**src/rtl/mpf_vtp_mmio_rsp_merge.sv**
```systemverilog
// mpf_vtp_mmio_rsp_merge: merges VTP CSR and buffered AFU MMIO read responses onto one registered host channel
module mpf_vtp_mmio_rsp_merge #(
  parameter int TID_WIDTH = 9,
  parameter int DATA_WIDTH = 64,
  parameter int AFU_FIFO_ENTRIES = 16,
  parameter int FAIR_ARB = 1
) (
  input  logic                  clk,
  input  logic                  reset,
  input  logic                  vtp_rsp_valid,
  input  logic [TID_WIDTH-1:0]  vtp_rsp_tid,
  input  logic [DATA_WIDTH-1:0] vtp_rsp_data,
  output logic                  vtp_rsp_deq,
  input  logic                  afu_rsp_valid,
  input  logic [TID_WIDTH-1:0]  afu_rsp_tid,
  input  logic [DATA_WIDTH-1:0] afu_rsp_data,
  output logic                  afu_almost_full,
  output logic                  host_rsp_valid,
  output logic [TID_WIDTH-1:0]  host_rsp_tid,
  output logic [DATA_WIDTH-1:0] host_rsp_data,
  input  logic                  host_rsp_ready,
  output logic                  afu_overflow,
  output logic [15:0]           vtp_rsp_cnt,
  output logic [15:0]           afu_rsp_cnt
);
  localparam int AW = $clog2(AFU_FIFO_ENTRIES);
  localparam int CW = AW + 1;
  localparam logic [CW-1:0] DEPTH = CW'(AFU_FIFO_ENTRIES);
  localparam logic [CW-1:0] ALMOST = CW'(AFU_FIFO_ENTRIES - 2);
  logic [TID_WIDTH+DATA_WIDTH-1:0] mem [AFU_FIFO_ENTRIES];
  logic [AW-1:0] wptr, rptr;
  logic [CW-1:0] cnt;
  logic last_afu, load, afu_ne, full, grant_afu, grant_vtp, push;
  assign afu_ne = cnt != '0;
  assign full = cnt == DEPTH;
  assign load = !host_rsp_valid || host_rsp_ready;
  // With both sources waiting, fair mode hands the grant to whichever source did not win last
  assign grant_afu = !reset && load && afu_ne && (!vtp_rsp_valid || FAIR_ARB == 0 || !last_afu);
  assign grant_vtp = !reset && load && vtp_rsp_valid && !grant_afu;
  assign vtp_rsp_deq = grant_vtp;
  assign push = afu_rsp_valid && (!full || grant_afu);
  assign afu_almost_full = cnt >= ALMOST;
  always_ff @(posedge clk)
    if (push) mem[wptr] <= {afu_rsp_tid, afu_rsp_data};
  always_ff @(posedge clk or posedge reset)
    if (reset) begin
      wptr <= '0;
      rptr <= '0;
      cnt <= '0;
      last_afu <= 1'b1;
      afu_overflow <= 1'b0;
      host_rsp_valid <= 1'b0;
      host_rsp_tid <= '0;
      host_rsp_data <= '0;
      vtp_rsp_cnt <= '0;
      afu_rsp_cnt <= '0;
    end else begin
      if (push) wptr <= wptr + AW'(1);
      if (grant_afu) rptr <= rptr + AW'(1);
      cnt <= cnt + CW'(push) - CW'(grant_afu);
      if (afu_rsp_valid && !push) afu_overflow <= 1'b1;
      if (load) host_rsp_valid <= grant_afu || grant_vtp;
      if (grant_afu) {host_rsp_tid, host_rsp_data} <= mem[rptr];
      else if (grant_vtp) {host_rsp_tid, host_rsp_data} <= {vtp_rsp_tid, vtp_rsp_data};
      if (grant_afu || grant_vtp) last_afu <= grant_afu;
      if (grant_vtp) vtp_rsp_cnt <= vtp_rsp_cnt + 16'd1;
      if (grant_afu) afu_rsp_cnt <= afu_rsp_cnt + 16'd1;
    end
endmodule

```
**config.mk**
```make
export PLATFORM = sky130hd
export DESIGN_NAME = mpf_vtp_mmio_rsp_merge
export DESIGN_NICKNAME = d
export VERILOG_FILES = /design/src/rtl/mpf_vtp_mmio_rsp_merge.sv
export SDC_FILE = /design/constraint.sdc
export NUM_CORES = 1
export LEC_CHECK = 0
export CAP_MARGIN = 20
export CORE_ASPECT_RATIO = 1.2
export CORE_UTILIZATION = 38
export CTS_BUF_LIST = sky130_fd_sc_hd__clkbuf_8
export CTS_CLUSTER_DIAMETER = 100
export DETAILED_ROUTE_END_ITERATION = 16
export GPL_TIMING_DRIVEN = 0
export HOLD_SLACK_MARGIN = 0.12
export MAX_ROUTING_LAYER = met4
export PLACE_DENSITY = 0.59
export SKIP_CTS_REPAIR_TIMING = 1
export SLEW_MARGIN = 0
export SYNTH_ARGS = -nofsm -noshare
export SYNTH_HDL_FRONTEND = slang
export SYNTH_SLANG_ARGS = --single-unit
export TNS_END_PERCENT = 5
```
**constraint.sdc**
```tcl
create_clock -name clk -period 21.5 [get_ports clk]
set_input_delay 4.3 -clock clk [delete_from_list [all_inputs] [get_ports clk]]
set_output_delay 4.3 -clock clk [all_outputs]
set_load 0.1 [all_outputs]
```
==> results.json <==
{
  "first_pass_iters": 6,
  "antenna_found_initial": 13,
  "post-route-min-period_ns": 12.47,
  "yosys.cell_types.count": 42,
  "grt_first_pass_wirelength_mm": 184,
  "maxCapViolations": 0,
  "synth_top_cell_area_share_pct": 71.6,
  "final.setup.tns_ns": 0,
  "worst_pin_slew_ns": 1.08,
  "gp_congestion": 0.755,
  "crit_type": "input pin to output pin",
  "startpoint_type": "input pin",
  "worst_hold_path_type": "flop to flop",
  "hold_viol": 0,
  "synthTopCellsByArea": "edfxtp_1, mux4_2, dfrtp_1",
  "root_buffer": "clkbuf_8",
  "yosysWarningCount": 0,
  "critPathBufInv": 6,
  "syn_area_mm2": 0.0490,
  "ys_seq_elements": 1289,
  "grt_max_degree": 84,
  "dr_total_vias": 25013,
  "path_cells": "clkdlybuf4s50_1 > inv_6 > o2111ai_2 > inv_2 > buf_2 > buf_2 > clkdlybuf4s50_1",
  "avgSynthCellArea_um2": 22.0,
  "grt_pass1_vias": 26623,
  "crit_path_max_fanout": 41,
  "crit_path_end_kind": "output pin",
  "synthFlopType": "edfxtp_1",
  "placementRows": 143,
  "cts_buffer_depth": 3,
  "area_growth_pct": 19.7,
  "maxSlewHeadroom_pct": 27.5,
  "portBuffers": 258,
  "synthesis.nets": 2397,
  "drt-initial-drc-count": 2362,
  "slowest_delay_ns": 1.18,
  "clock_skew_ns": 0.0413,
  "cts_max_level": 4,
  "dieArea_mm2": 0.130,
  "synthTopCellsByCount": "edfxtp_1, mux4_2, a22oi_1, dfrtp_1, clkbuf_1",
  "power_density_mw_per_mm2": 134,
  "clkSinkCount": 1289,
  "p_leak_nw": 19.2,
  "drc": 0,
  "ant_nets": 0,
  "synth-compound-area-share_pct": 4.57,
  "synthAdderAreaFrac_pct": 0.450,
  "critPathTopFamily": "buffers and inverters",
  "tritoncts": "done",
  "clkSlewWorstSetupHoldPaths_ns": 0.06,
  "peakVddDrop_v": 0.0000823,
  "cp.required_ns": 17.20,
  "hpwlAfterDp_mm": 82.2,
  "synth_simple_gate_area_share_pct": 1.42,
  "grt_use_total_pct": 20.3,
  "die_x_um": 330,
  "yosysMostFrequentCell": "edfxtp_1",
  "viasPerCell": 5.43,
  "io_pins": 260,
  "cp_slowest_cell": "clkdlybuf4s50_1",
  "reg2reg_setup_slack_ns": 17.60,
  "initial_utilization_pct": 38.5,
  "synthArstFlopShare_pct": 9.39,
  "synth.area.mux_share_pct": 13.6,
  "synth_top_area_cell": "edfxtp_1",
  "maxSlewViolCount": 0,
  "power_mw": 7.83,
  "rsz0062_at_grt": "false",
  "setup-violations-final": 0,
  "netlist_instances": 2229,
  "clock_latency_ns": 0.89,
  "synth_xor_area_share_pct": 0.698,
  "seq_area_frac_synth_pct": 77.8,
  "drive_gt1_share_pct": 23.1,
  "min_period_over_period_pct": 58.0,
  "overflow": 0,
  "crit_arrival_ns": 8.17,
  "core_area_mm2": 0.127,
  "fmax_mhz": 80.2,
  "wirelength_mm": 127,
  "fin_nets": 2923,
  "wl_per_cell_um": 27.6,
  "synth_edf_count": 1168,
  "cts_buffers": 200,
  "dieHeight_um": 395,
  "status": "complete, no violations",
  "synth_top_family_by_area": "multiplexers"
}
## stage by stage
step / worst slack (ns) / area (um^2) / util (%) / hold slack [ns] / cells
after floorplan: 8.77 / 49000 / - / 0.450 / 2229
after global placement: 3.91 / 53600 / 42.2 / 0.459 / 4154
after detailed placement: 8.88 / 54800 / 43.1 / 0.461 / 4220
after CTS: 8.91 / 58600 / 46.0 / 0.486 / 4588
after global routing: 8.88 / 58600 / 46.1 / 0.501 / 4597
final: 9.03 / 58600 / 46.1 / 0.479 / 4603
## layout make-up
| cell class | instances | area [um^2] |
|---|---|---|
| inverter | 18 | 72.6 |
| tap | 1667 | 2090 |
| antenna | 15 | 37.5 |
| clock inverter | 160 | 923 |
| fill | 10611 | 68600 |
| multi-input combinational | 792 | 10200 |
| buffer | 130 | 657 |
| sequential | 1289 | 38100 |
| clock buffer | 208 | 2860 |
| timing repair buffer | 324 | 3620 |
## worst reg2reg max path, cell delays in order (launching register included)
cell and delay [ns]:
dfrtp_1 0.41, inv_1 0.08, ha_1 0.21, nor4b_2 0.18, or4_1 0.53, buf_2 0.32, inv_2 0.28, buf_2 0.36
ha_1 0.30, inv_1 0.05, ha_1 0.15, inv_1 0.06, fa_1 0.43, inv_1 0.08, a21oi_1 0.06, o21bai_1 0.15
xor2_1 0.17
## layer usage
layer | track usage (%) | share of wire, % | up-vias
met2 | 33.0 | 50 | 907
met4 | 5.67 | 2.3 | 0
met3 | 4.21 | 6.5 | 194
li1 | - | - | 10571
met5 | - | 0 | -
met1 | 25.8 | 41 | 13341
## cells in the final DEF (no fill, tap or decap), drive strengths merged, types with 9 or more instances in the layout
cell type      instances
nand4                 14
and3                  11
clkinv                70
xnor2                 24
clkbuf               276
edfxtp              1168
buf                  128
nand2                 23
a22oi                137
o21ai                 11
nor2b                 16
mux4                 283
bufinv                 9
a21oi                 67
dfrtp                120
ha                    16
nand3                 13
and2                  15
a221o                 64
xor2                  15
mux2i                 27
o31ai                 10
inv                   91
diode                 15
o22ai                  9
nor3                  11
clkdlybuf4s50        258
## cells by family (layout without fill, tap and decap cells)
family / count (synthesis) / after routing
compound gates: 303 / 303
xor+xnor: 39 / 39
fa+ha+maj: 17 / 17
buf+inv: 148 / 840
flops: 1289 / 1289
mux: 310 / 310
other cells: 0 / 15
simple gates: 123 / 123
## where the power goes
part | internal (mW) | switching, mW | leakage [nW]
clock network | 1.00 | 0.942 | 2.18
registers | 3.05 | 0.108 | 12.1
logic | 0.984 | 1.74 | 4.95
total | 5.04 | 2.79 | 19.2
## flip-flops by register name, summed over array words and instances (netlist names)
name	flops
host_rsp_valid	1
afu_overflow	1
wptr	4
rptr	4
host_rsp_tid	9
mem	1168
last_afu	1
cnt	5
vtp_rsp_cnt	16
afu_rsp_cnt	16
host_rsp_data	64
## path summary, 6_finish.rpt
check                                           from                             to  depth (start not counted)
max in group asynchronous                      reset  host_rsp_data[16]$_DFFE_PP0P_                          3
worst min-delay path            last_afu$_DFFE_PP1P_           last_afu$_DFFE_PP1P_                          2
worst max register to register      cnt[2]$_DFF_PP0_               cnt[4]$_DFF_PP0_                         16
min in group asynchronous                      reset       afu_overflow$_DFFE_PP0P_                          2
worst max-delay path                           reset                    vtp_rsp_deq                          7
worst min register to register  last_afu$_DFFE_PP1P_           last_afu$_DFFE_PP1P_                          2
(Power assumes the default switching activity.)
